$ cat src/rtl/cla_flow_alloc.sv
// -----------------------------------------------------------------------------
// cla_flow_alloc
//   Flow-entry allocator/releaser placed in front of the classifier flow free
//   list. Pops the free list's prefetched pointer for lookup-engine allocation
//   requests, round-robins pointer releases from the delete path (source 0)
//   and the aging engine (source 1) onto the single free-list release port,
//   sequences free-list re-initialisation and tracks the in-use entry count.
//
//   Optional build macro: CLA_FLOW_DBL_FREE_CHK_EN
//     Adds an in-use bitmap. A granted release of a pointer that is not
//     currently allocated is dropped and flagged on err_dbl_free.
//
// Ports
//   clk, rst_n (through `RESET_SIG)      clock, async active-low reset
//   flow_init / freeb_init               re-init request in / registered copy out
//   freeb_init_done                      free list finished initialising
//   freeb_empty, free_buf_ptr            free list prefetched head pointer
//   free_buf_rd                          pop the free list (combinational)
//   alloc_req / alloc_ack / alloc_nack   allocation handshake
//   alloc_ptr                            allocated pointer, valid with alloc_ack
//   del_valid/del_ptr/del_ready          release source 0
//   age_valid/age_ptr/age_ready          release source 1
//   rel_buf_valid / rel_buf_ptr          registered release to free list
//   flow_in_use                          allocated-entry count
//   err_underflow                        sticky: release seen at count 0
//   err_dbl_free                         (optional) one-cycle double-free flag
// -----------------------------------------------------------------------------
`ifndef FLOW_VALUE_DEPTH_NBITS
`define FLOW_VALUE_DEPTH_NBITS 4
`endif
`ifndef RESET_SIG
`define RESET_SIG rst_n
`endif

module cla_flow_alloc #(
  parameter int BPTR_NBITS     = `FLOW_VALUE_DEPTH_NBITS,
  parameter int WAIT_NBITS     = 8,
  parameter int ALLOC_WAIT_MAX = 255
) (
  input  logic                  clk,
  input  logic                  `RESET_SIG,
  input  logic                  flow_init,
  output logic                  freeb_init,
  input  logic                  freeb_init_done,
  input  logic                  freeb_empty,
  input  logic [BPTR_NBITS-1:0] free_buf_ptr,
  output logic                  free_buf_rd,
  input  logic                  alloc_req,
  output logic                  alloc_ack,
  output logic                  alloc_nack,
  output logic [BPTR_NBITS-1:0] alloc_ptr,
  input  logic                  del_valid,
  input  logic [BPTR_NBITS-1:0] del_ptr,
  output logic                  del_ready,
  input  logic                  age_valid,
  input  logic [BPTR_NBITS-1:0] age_ptr,
  output logic                  age_ready,
  output logic                  rel_buf_valid,
  output logic [BPTR_NBITS-1:0] rel_buf_ptr,
  output logic [BPTR_NBITS:0]   flow_in_use,
  output logic                  err_underflow
`ifdef CLA_FLOW_DBL_FREE_CHK_EN
  ,
  output logic                  err_dbl_free
`endif
);

  typedef enum logic [2:0] {INIT_FLUSH, INIT_WAIT, READY, WAIT_BUF, ACK} state_t;

  localparam logic [WAIT_NBITS-1:0] WAIT_MAX = WAIT_NBITS'(ALLOC_WAIT_MAX);
  localparam logic [WAIT_NBITS-1:0] WAIT_ONE = WAIT_NBITS'(1);
  localparam logic [BPTR_NBITS:0]   CNT_ONE  = (BPTR_NBITS + 1)'(1);

  state_t                  state_q, state_d;
  logic [WAIT_NBITS-1:0]   wait_q;
  logic                    init_nack_q;
  logic                    timeout_nack;
  logic                    buf_avail;
  logic                    rr_pri_q;     // 0: source 0 preferred, 1: source 1
  logic                    rel_open;
  logic                    grant;
  logic [BPTR_NBITS-1:0]   grant_ptr;
  logic                    rel_fwd;

  // A pointer may only be popped once the free list is out of initialisation.
  assign buf_avail = !freeb_empty && freeb_init_done;

  // NOTE: every combinational output gets a default before the case so that
  // no path leaves it unassigned, which would otherwise infer a latch.
  always_comb begin
    state_d      = state_q;
    free_buf_rd  = 1'b0;
    timeout_nack = 1'b0;
    if (flow_init) begin
      state_d = INIT_FLUSH;
    end else begin
      case (state_q)
        INIT_FLUSH: if (!freeb_init_done) state_d = INIT_WAIT;
        INIT_WAIT:  if (freeb_init_done)  state_d = READY;
        READY: begin
          if (alloc_req) begin
            if (buf_avail) begin
              free_buf_rd = 1'b1;
              state_d     = ACK;
            end else begin
              state_d = WAIT_BUF;
            end
          end
        end
        WAIT_BUF: begin
          if (buf_avail) begin
            free_buf_rd = 1'b1;
            state_d     = ACK;
          end else if (wait_q == WAIT_MAX) begin
            timeout_nack = 1'b1;
            state_d      = READY;
          end
        end
        ACK:     state_d = READY;
        default: state_d = INIT_FLUSH;
      endcase
    end
  end

  assign alloc_ack  = (state_q == ACK);
  assign alloc_nack = init_nack_q | timeout_nack;

  // Releases are held off while the free list is (re)initialising and in the
  // cycle flow_init arrives, so nothing is written into a list being rebuilt.
  assign rel_open  = !flow_init && (state_q inside {READY, WAIT_BUF, ACK});
  assign del_ready = rel_open && del_valid && (!age_valid || !rr_pri_q);
  assign age_ready = rel_open && age_valid && (!del_valid ||  rr_pri_q);
  assign grant     = del_ready || age_ready;
  assign grant_ptr = del_ready ? del_ptr : age_ptr;

`ifdef CLA_FLOW_DBL_FREE_CHK_EN
  logic [2**BPTR_NBITS-1:0] in_use_map;

  assign rel_fwd = grant && in_use_map[grant_ptr];

  // NOTE: the bitmap is a flop vector, not a RAM, so it is reset here; its
  // all-zero state is what a freshly initialised free list implies.
  always_ff @(posedge clk or negedge `RESET_SIG) begin
    if (!`RESET_SIG) begin
      in_use_map   <= '0;
      err_dbl_free <= 1'b0;
    end else if (flow_init) begin
      in_use_map   <= '0;
      err_dbl_free <= 1'b0;
    end else begin
      if (alloc_ack) in_use_map[alloc_ptr] <= 1'b1;
      // Cleared at grant so a repeat release in the next cycle is caught.
      if (rel_fwd)   in_use_map[grant_ptr] <= 1'b0;
      err_dbl_free <= grant && !in_use_map[grant_ptr];
    end
  end
`else
  assign rel_fwd = grant;
`endif

  // NOTE: all sequential state uses non-blocking assignments so every flop
  // samples pre-edge values regardless of statement order.
  always_ff @(posedge clk or negedge `RESET_SIG) begin
    if (!`RESET_SIG) begin
      state_q       <= INIT_FLUSH;
      wait_q        <= '0;
      init_nack_q   <= 1'b0;
      freeb_init    <= 1'b0;
      alloc_ptr     <= '0;
      rr_pri_q      <= 1'b0;
      rel_buf_valid <= 1'b0;
      rel_buf_ptr   <= '0;
      flow_in_use   <= '0;
      err_underflow <= 1'b0;
    end else begin
      state_q     <= state_d;
      freeb_init  <= flow_init;
      // An ACK-state request is already served; anything else still waiting
      // is refused when the allocator is re-initialised.
      init_nack_q <= flow_init && alloc_req && (state_q != ACK);

      if (flow_init || state_q == READY)
        wait_q <= '0;
      else if (state_q == WAIT_BUF && wait_q != WAIT_MAX)
        wait_q <= wait_q + WAIT_ONE;

      if (free_buf_rd) alloc_ptr <= free_buf_ptr;

      if (grant) rr_pri_q <= ~rr_pri_q;
      rel_buf_valid <= rel_fwd;
      if (rel_fwd) rel_buf_ptr <= grant_ptr;

      if (flow_init) begin
        flow_in_use   <= '0;
        err_underflow <= 1'b0;
      end else if (rel_buf_valid && !alloc_ack) begin
        if (flow_in_use == '0) err_underflow <= 1'b1;
        else                   flow_in_use   <= flow_in_use - CNT_ONE;
      end else if (alloc_ack && !rel_buf_valid) begin
        flow_in_use <= flow_in_use + CNT_ONE;
      end
    end
  end

endmodule

$ cat config.mk
export PLATFORM = sky130hd
export DESIGN_NAME = cla_flow_alloc
export DESIGN_NICKNAME = d
export VERILOG_FILES = /design/src/rtl/cla_flow_alloc.sv
export SDC_FILE = /design/constraint.sdc
export NUM_CORES = 1
export LEC_CHECK = 0
export CAP_MARGIN = 20
export CELL_PAD_IN_SITES_DETAIL_PLACEMENT = 2
export CELL_PAD_IN_SITES_GLOBAL_PLACEMENT = 2
export CORE_UTILIZATION = 32
export DETAILED_ROUTE_END_ITERATION = 7
export PLACE_DENSITY_LB_ADDON = 0.08
export SLEW_MARGIN = 20
export SYNTH_ARGS = -nofsm -noshare
export SYNTH_HDL_FRONTEND = slang
export SYNTH_SLANG_ARGS = --single-unit
$ cat constraint.sdc
create_clock -name clk -period 6.49 [get_ports clk]
set_input_delay 1.298 -clock clk [delete_from_list [all_inputs] [get_ports clk]]
set_output_delay 1.298 -clock clk [all_outputs]
set_load 0.02 [all_outputs]
==> results of run 1 <==
==> power by group through the flow <==
| stage | sequential (W) | combinational [W] | clock (W) |
|---|---|---|---|
| after floorplan | 0.000243 | 0.0000406 | 0 |
| after global placement | 0.000222 | 0.000125 | 0 |
| after detailed placement | 0.000224 | 0.000128 | 0 |
| after CTS | 0.000221 | 0.000129 | 0.000199 |
| after global routing | 0.000223 | 0.000136 | 0.000205 |
| final | 0.000221 | 0.000127 | 0.000193 |
==> logic make-up (layout without fill, tap and decap cells) <==
family | Yosys count | in the layout | share of synthesized area (%)
multiplexers | 5 | 5 | 3.741
XOR/XNOR | 5 | 5 | 2.728
AND/OR/NAND/NOR | 55 | 55 | 20.89
buffers and inverters | 10 | 55 | 3.351
AO/OA/AOI/OAI | 46 | 46 | 21.75
flip-flops | 29 | 29 | 45.21
adder cells (fa/ha/maj) | 3 | 3 | 2.339
==> routing by layer <==
layer / share of wire [%] / wire, um / track usage, %
met1: 43 / 2004 / 23.47
met2: 53 / 2485 / 35.72
met3: 2.7 / 124 / 4.558
met4: 0.99 / 46 / 5.229
met5: 0 / 0 / 0
==> critical path, stage by stage <==
cell	delay, ns
clkdlybuf4s50_1	0.82
nor4_2	0.75
clkdlybuf4s50_1	0.72
==> worst max path at each step <==
stage,cells after the start,slack (ns),to,start
after floorplan,2,3.04,free_buf_rd,freeb_empty
after global routing,3,1.43,free_buf_rd,flow_init
final,3,1.60,free_buf_rd,flow_init
after CTS,3,1.53,free_buf_rd,flow_init
after detailed placement,3,1.57,free_buf_rd,flow_init
after global placement,3,1.71,free_buf_rd,flow_init
==> sequential cells by signal, summed over array words and instances (netlist names) <==
signal / count
flow_in_use: 5
rel_buf_ptr: 4
rel_buf_valid: 1
init_nack_q: 1
wait_q: 8
rr_pri_q: 1
alloc_ptr: 4
freeb_init: 1
state_q: 3
err_underflow: 1
==> cells in the mapped netlist, types with 2 or more instances <==
library cell | instances | area, sq um
inv_1 | 5 | 18.77
buf_6 | 2 | 22.52
nand2_1 | 7 | 26.28
ha_1 | 3 | 37.54
nand4_1 | 2 | 12.51
a21o_1 | 3 | 22.52
nand2b_1 | 3 | 18.77
nand3_1 | 5 | 25.02
o21ai_0 | 6 | 30.03
clkbuf_1 | 2 | 7.510
and3_1 | 2 | 12.51
nor2b_1 | 2 | 12.51
nor2_1 | 14 | 52.55
nor3_1 | 2 | 10.01
o22ai_1 | 4 | 25.02
xor2_1 | 4 | 35.03
a2bb2oi_1 | 5 | 43.79
dfrtp_1 | 29 | 725.7
or3_1 | 3 | 18.77
mux2_2 | 4 | 45.04
o211ai_1 | 3 | 22.52
a21oi_1 | 11 | 55.05
==> metrics by stage <==
step,hold slack (ns),util [%]
5_1_grt,0.5379,45.62
3_3_place_gp,0.4806,43.19
6_report,0.5129,45.62
2_1_floorplan,0.4575,-
4_1_cts,0.5114,45.62
3_5_place_dp,0.4920,43.19
==> cells in the final DEF, fill, tap and decap left out, types with 4 or more instances in the layout <==
master           count
a21oi_1             11
a2bb2oi_1            5
clkbuf_8             6
clkdlybuf4s50_1     40
dfrtp_1             29
inv_1                5
mux2_2               4
nand2_1              7
nand3_1              5
nor2_1              14
o21ai_0              6
o22ai_1              4
xor2_1               4
==> final cells by class <==
| cell class | instances | area (sq um) | share of cell area (%) |
|---|---|---|---|
| multi-input combinational | 114 | 825.8 | 37.82 |
| clock buffer | 7 | 86.33 | 3.954 |
| inverter | 6 | 23.77 | 1.089 |
| sequential | 29 | 725.7 | 33.24 |
| timing repair buffer | 41 | 407.9 | 18.68 |
| clock inverter | 1 | 30.03 | 1.375 |
| tap | 67 | 83.83 | 3.840 |
==> results_dict.tcl, run 1 <==
set metrics [dict create \
    cap_violations 0 \
    powerDensity_nw_per_um2 247.3 \
    cts_hold_buf 0 \
    power.leakage_nw 0.8854 \
    n_antenna_cell 0 \
    period_minus_slack_ns 4.889 \
    vias 1412 \
    status "finished clean" \
    synth-edff-count 0 \
    design_area_sq_um 2183 \
    tns_ns 0 \
    final_cells 265 \
    fillers 530 \
    viasPerCell 5.328 \
    chipWidth_um 72.83 \
    drtIter0Drc 40 \
    finalPower_w 0.0005399 \
    drtPass1Iterations 6 \
    drc 0 \
    hold_end "rr_pri_q" \
    clockRootBuffer "clkbuf_8" \
    clk_pin_slew_ns 0.06 \
    grt_usage_pct 19.75 \
    io_pins 41 \
    reg2reg_to "flow_in_use[4]" \
    worstPathArrival_ns 3.59 \
    power_frac_comb_pct 23.4 \
    clock_sinks 29 \
    layout_worst_path_cycle_share_pct 75.33 \
    slew_viol_final 0 \
    grt_start_max_net_pins 30 \
    drive_above_1_share_pct 14.65 \
    place_inst 257 \
    wire_per_inst_um 17.58 \
    clockBufferDepth 2 \
    maxSlewHeadroom_pct 46.87 \
    ant_nets 0 \
    cts_max_level 2 \
    endpoint_kind "output pin" \
    yosysSeqAreaShare_pct 45.21 \
    setup_ws_ns 1.601 \
    cts_resized 0 \
    synth_nets 176 \
    design.core.area_sq_um 4786 \
    rows 25 \
    power_switching_w 0.0001460 \
    drt-total-wl_um 4660 \
    grt_pass1_vias 1602 \
    synth.distinct_cells 54 \
    die_y_um 72.83 \
    tritoncts "built" \
    vdd_ir_drop_max_mv 0.1844 \
    numCtsBuffers 5 \
    p_seq_share_pct 40.9 \
    globalRouteOverflowTotal 0 \
    tightest_slew_ns 0.7945 \
    post_cts_buffers 0 \
    start_util_pct 33.54 \
    insertion_delay_ns 0.28 \
    ys.flop_type "dfrtp_1" \
    synth-seq-cells 29 \
    port_buffers 40 \
    r2r_slack_ns 3.83 \
    yosysWarnings 0 \
    swShare_pct 27.04 \
    place_area_sq_um 2067 \
    final_nets 220 \
    setup-violations-final 0 \
    crit_path_start_kind "input pin" \
    fin_worst_skew_ns 0.002099 \
    synth-async-reset-ratio_pct 100.0 \
    min_path_type "register to register" \
    grt_pass1_wl_um 7886 \
    antenna_found_initial 0 \
    syn_inst 153 \
    place_hpwl_um 3491 \
    crit_type "input pin to output pin" \
    synth_area_per_cell_sq_um 10.49 \
    rsz0062_at_grt "false" \
    worst_r2r_path_depth 8 \
    hold_start "rr_pri_q" \
    clock_power_share_pct 35.7 \
    cp_max_fo 21 \
    die_area_sq_um 5303 \
    p_int_w 0.0003939 \
    hold_path_depth 1 \
    r2r-start "state_q[0]" \
    syn_area_sq_um 1605 \
    syn_to_final_growth_pct 36.01 \
    hold_viol_final 0 \
    crit_required_ns 5.19 \
    clock.fmax_ghz 0.2045 \
    place_ws_ns 1.572 \
    gp_congestion 0.7945 \
]
No activity file was read; power rests on OpenSTA's default activity.
==> run 2, diff against run 1 <==
--- a/config.mk
+++ b/config.mk
@@ -8,7 +8,7 @@
 export CAP_MARGIN = 20
 export CELL_PAD_IN_SITES_DETAIL_PLACEMENT = 2
 export CELL_PAD_IN_SITES_GLOBAL_PLACEMENT = 2
-export CORE_UTILIZATION = 32
+export CORE_UTILIZATION = 27
 export DETAILED_ROUTE_END_ITERATION = 7
 export PLACE_DENSITY_LB_ADDON = 0.08
 export SLEW_MARGIN = 20
==> constraint.sdc (replaced) <==
create_clock -name clk -period 4.3 [get_ports clk]
set_input_delay 0.86 -clock clk [delete_from_list [all_inputs] [get_ports clk]]
set_output_delay 0.86 -clock clk [all_outputs]
set_load 0.02 [all_outputs]
==> run 2 against run 1 <==
Compared with the run above:
- via count shrank 2.0%
- final cell count increased by 2.3%
- register-to-register slack worse by 2.2 ns
- wire length shrank 5.4%
- worst setup slack worse by 0.95 ns
- largest cell class unchanged
==> results_dict.tcl, run 2 (synthesis gave the netlist of run 1 again) <==
set metrics [dict create \
    status "finished clean" \
    slowest_delay_ns 0.72 \
    final_nets 221 \
    clock.fmax_ghz 0.2742 \
    die_y_um 79.11 \
    finalPower_w 0.0007743 \
    vias 1384 \
    chipWidth_um 79.11 \
    largest_registers "wait_q (8), flow_in_use (5)" \
    design.core.area_sq_um 5608 \
    drtPass1Iterations 3 \
    antenna_found_initial 0 \
    gp_congestion 0.7819 \
    io_pins 41 \
    clockRootBuffer "clkbuf_8" \
    start_util_pct 28.63 \
    final_cell_mix "clkdlybuf4s50_1 (40), dfrtp_1 (29), nor2_1 (14), a21oi_1 (11)" \
    drive_above_1_share_pct 15.58 \
    grt_pass1_wl_um 7521 \
    grt_usage_pct 15.65 \
    viasPerCell 5.107 \
    crit_top_cell "clkdlybuf4s50_1" \
    worstPathArrival_ns 2.79 \
    cts_max_level 2 \
    wire_per_inst_um 16.26 \
    cts_hold_buf 0 \
    crit_type "input pin to output pin" \
    place_inst 263 \
    insertion_delay_ns 0.28 \
    clk_pin_slew_ns 0.07 \
    syn_to_final_growth_pct 35.93 \
    final_cells 271 \
    rsz0062_at_grt "false" \
    ant_nets 0 \
    met2_length_um 2067 \
    globalRouteOverflowTotal 0 \
    place_ws_ns 0.6424 \
    fin_worst_skew_ns 0.008347 \
    routed-wl-met3_um 255 \
    tightest_slew_ns 0.5784 \
    drt-met1-wl_um 2041 \
    port_buffers 40 \
    clock_sinks 29 \
    maxSlewHeadroom_pct 61.12 \
    numCtsBuffers 5 \
    tritoncts "built" \
    largest_reg_flops 8 \
    post_cts_buffers 0 \
    place_hpwl_um 3331 \
    clockBufferDepth 2 \
    grt_pass1_vias 1592 \
    whs_ns 0.5062 \
    vdd_ir_drop_max_mv 0.2483 \
    layout_commonest_cell "clkdlybuf4s50_1" \
    top_layer "met4" \
    slew_viol_final 0 \
    cts_resized 0 \
    period_minus_slack_ns 3.647 \
    grt_start_max_net_pins 30 \
    setup_ws_ns 0.6527 \
    cp_max_fo 5 \
    endpoint_kind "output pin" \
    die_area_sq_um 6258 \
    hold_viol_final 0 \
    layout_worst_path_cycle_share_pct 84.82 \
    setup-violations-final 0 \
    min_path_type "register to register" \
    drt-total-wl_um 4407 \
    powerDensity_nw_per_um2 354.9 \
    crit_path_start_kind "input pin" \
    power.leakage_nw 0.8860 \
    tns_ns 0 \
    regMostFlops "wait_q" \
    drtIter0Drc 36 \
    cp_slowest_cell "clkdlybuf4s50_1" \
    drc 0 \
    rows 27 \
    cap_violations 0 \
    n_antenna_cell 0 \
    crit_required_ns 3.44 \
    path_cells "clkdlybuf4s50_1, nand2b_1, nor4_2, clkdlybuf4s50_1" \
]
==> run 2: changes by cell type in the layout (fill, tap and decap cells not counted), sizes merged <==
cell    before  now
buf          1    2
bufinv       1    0
clkinv       1    2
==> run 2: layout make-up <==
class	count	area [sq um]
Tap cell	72	90.09
Multi-Input combinational cell	114	825.8
Timing Repair Buffer	42	415.4
Clock buffer	7	96.34
Sequential cell	29	725.7
Clock inverter	1	5.005
Fill cell	623	3426
Inverter	6	23.77
==> run 2: final timing paths <==
| check | cells after the start | from | end | slack [ns] |
|---|---|---|---|---|
| worst max-delay path | 4 | freeb_init_done | free_buf_rd | 0.65 |
| worst min-delay path | 1 | rr_pri_q | rr_pri_q | 0.51 |
| worst max register to register | 8 | state_q[0] | flow_in_use[4] | 1.68 |
| worst min register to register | 1 | rr_pri_q | rr_pri_q | 0.51 |
| max in group asynchronous | 2 | rst_n | alloc_ptr[1] | 3.04 |
| min in group asynchronous | 2 | rst_n | wait_q[0] | 0.97 |
==> run 2: power by group <==
group | internal, W | switching [W]
clock network | 0.000144 | 0.000104
logic | 0.0000992 | 0.0000938
registers | 0.000307 | 0.0000257
total | 0.000551 | 0.000223
==> run 2: layer usage <==
metal / up-vias / global-route usage [%]
met4: 0 / 3.818
met3: 6 / 4.598
li1: 659 / -
met1: 680 / 19.83
met5: - / 0
met2: 39 / 26.03
==> run 2: worst max-delay path, delay by kind of cell <==
| kind | cells | cell delay (ns) |
|---|---|---|
| buffers and inverters | 2 | 1.23 |
| AND/OR/NAND/NOR | 2 | 0.70 |
==> run 2: through the flow <==
step	utilization, %	area [sq um]
after global placement	37.10	2081
final	38.91	2182
after CTS	38.91	2182
after floorplan	-	1605
after detailed placement	37.10	2081
after global routing	38.91	2182
==> run 3, diff against run 2 <==
--- a/config.mk
+++ b/config.mk
@@ -8,7 +8,7 @@
 export CAP_MARGIN = 20
 export CELL_PAD_IN_SITES_DETAIL_PLACEMENT = 2
 export CELL_PAD_IN_SITES_GLOBAL_PLACEMENT = 2
-export CORE_UTILIZATION = 27
+export CORE_UTILIZATION = 30
 export DETAILED_ROUTE_END_ITERATION = 7
 export PLACE_DENSITY_LB_ADDON = 0.08
 export SLEW_MARGIN = 20
==> constraint.sdc (replaced) <==
create_clock -name clk -period 3.8 [get_ports clk]
set_input_delay 0.76 -clock clk [delete_from_list [all_inputs] [get_ports clk]]
set_output_delay 0.76 -clock clk [all_outputs]
set_load 0.02 [all_outputs]
==> run 3 against run 2 <==
Compared with the run above:
- cell area is 0.57% higher
- die area fell by 9.7%
- sequential power is 13% higher
==> results_dict.tcl, run 3 (synthesis gave the netlist of run 1 again) <==
set metrics [dict create \
    crit_top_cell "clkdlybuf4s50_1" \
    layout_commonest_cell "clkdlybuf4s50_1" \
    met2_length_um 2285 \
    worstPathArrival_ns 2.45 \
    drtIter0Drc 22 \
    period_minus_slack_ns 3.210 \
    cts_max_level 2 \
    setup-violations-final 0 \
    top_layer "met4" \
    swShare_pct 28.90 \
    drt-met1-wl_um 1951 \
    power.leakage_nw 0.8956 \
    clock_power_share_pct 31.9 \
    slew_viol_final 0 \
    p_int_w 0.0006237 \
    cts_hold_buf 0 \
    endpoint_kind "output pin" \
    final_cells 271 \
    grt_pass1_wl_um 7562 \
    clock_sinks 29 \
    drtPass1Iterations 4 \
    design_area_sq_um 2195 \
    drt-total-wl_um 4392 \
    place_ws_ns 0.6033 \
    tns_ns 0 \
    clock.fmax_ghz 0.3115 \
    grt_usage_pct 17.86 \
    final_cell_mix "clkdlybuf4s50_1 (40), dfrtp_1 (29), nor2_1 (14), a21oi_1 (11)" \
    drive_above_1_share_pct 16.42 \
    numCtsBuffers 5 \
    final_nets 223 \
    design.core.area_sq_um 5140 \
    whs_ns 0.4939 \
    clockRootBuffer "clkbuf_8" \
    syn_to_final_growth_pct 36.71 \
    grt_start_max_net_pins 30 \
    setup_ws_ns 0.5901 \
    clk_pin_slew_ns 0.06 \
    p_seq_share_pct 42.9 \
    rows 26 \
    die_y_um 75.15 \
    place_area_sq_um 2093 \
    grt_pass1_vias 1534 \
    start_util_pct 31.23 \
    viasPerCell 5.177 \
    rsz0062_at_grt "false" \
    fin_worst_skew_ns 0.005845 \
    antenna_found_initial 0 \
    regMostFlops "wait_q" \
    min_path_type "register to register" \
    n_antenna_cell 0 \
    status "finished clean" \
    cp_slowest_cell "clkdlybuf4s50_1" \
    tightest_slew_ns 0.5944 \
    power_switching_w 0.0002535 \
    vias 1403 \
    ant_nets 0 \
    wire_per_inst_um 16.21 \
    largest_reg_flops 8 \
    layout_worst_path_cycle_share_pct 84.47 \
    powerDensity_nw_per_um2 399.7 \
    gp_congestion 0.7641 \
    slowest_delay_ns 0.56 \
    maxSlewHeadroom_pct 59.96 \
    die_area_sq_um 5648 \
    power_frac_comb_pct 25.1 \
    port_buffers 40 \
    crit_type "input pin to output pin" \
    post_cts_buffers 0 \
    cp_max_fo 5 \
    largest_registers "wait_q (8), flow_in_use (5)" \
    globalRouteOverflowTotal 0 \
    clockBufferDepth 2 \
    drc 0 \
    place_inst 263 \
    place_hpwl_um 3329 \
    path_cells "clkdlybuf4s50_1, inv_1, o21ai_0, nor2_1, clkdlybuf4s50_1" \
    vdd_ir_drop_max_mv 0.2871 \
    crit_required_ns 3.04 \
    hold_viol_final 0 \
    cap_violations 0 \
    tritoncts "built" \
    chipWidth_um 75.15 \
    insertion_delay_ns 0.28 \
    io_pins 41 \
    crit_path_start_kind "input pin" \
    cts_resized 0 \
    routed-wl-met3_um 120 \
]
[run 3: area by class of cell]
| cell class | instances | area [sq um] |
|---|---|---|
| sequential | 29 | 725.7 |
| clock buffer | 7 | 96.34 |
| tap | 70 | 87.58 |
| fill | 575 | 2945 |
| timing repair buffer | 44 | 430.4 |
| clock inverter | 1 | 5.005 |
| inverter | 6 | 23.77 |
| multi-input combinational | 114 | 825.8 |
[run 3: critical path: cells and delay by family]
family | cells | cell delay [ns]
buffers and inverters | 3 | 1.11
AO/OA/AOI/OAI | 1 | 0.49
AND/OR/NAND/NOR | 1 | 0.09
[run 3: power groups by stage]
stage	Combinational (W)	Clock (W)	Sequential (W)
floorplan	0.0000694	0	0.000414
global placement	0.000215	0	0.000380
detailed placement	0.000221	0	0.000382
CTS	0.000222	0.000292	0.000378
global route	0.000237	0.000304	0.000383
finish	0.000220	0.000280	0.000377
[run 3: path summary, 6_finish.rpt]
| kind | start | end | slack (ns) | cells after the start |
|---|---|---|---|---|
| max in group asynchronous | rst_n | flow_in_use[2] | 2.64 | 2 |
| min in group asynchronous | rst_n | rel_buf_ptr[3] | 0.87 | 2 |
| max reg2reg | state_q[0] | flow_in_use[4] | 1.35 | 9 |
| min | rr_pri_q | rr_pri_q | 0.49 | 1 |
| min reg2reg | rr_pri_q | rr_pri_q | 0.49 | 1 |
| max | del_valid | age_ready | 0.59 | 5 |
[run 3: per-stage QoR]
stage	total power [W]	utilization, %
floorplan	0.0004837	-
global placement	0.0005951	40.73
detailed placement	0.0006024	40.73
CTS	0.0008920	42.70
global route	0.0009234	42.70
finish	0.0008772	42.70
[run 3: routing by layer]
layer	GRT usage (%)	vias to the layer above
li1	-	669
met1	22.26	708
met4	5.556	0
met2	30.83	22
met3	4.016	4
met5	0	-
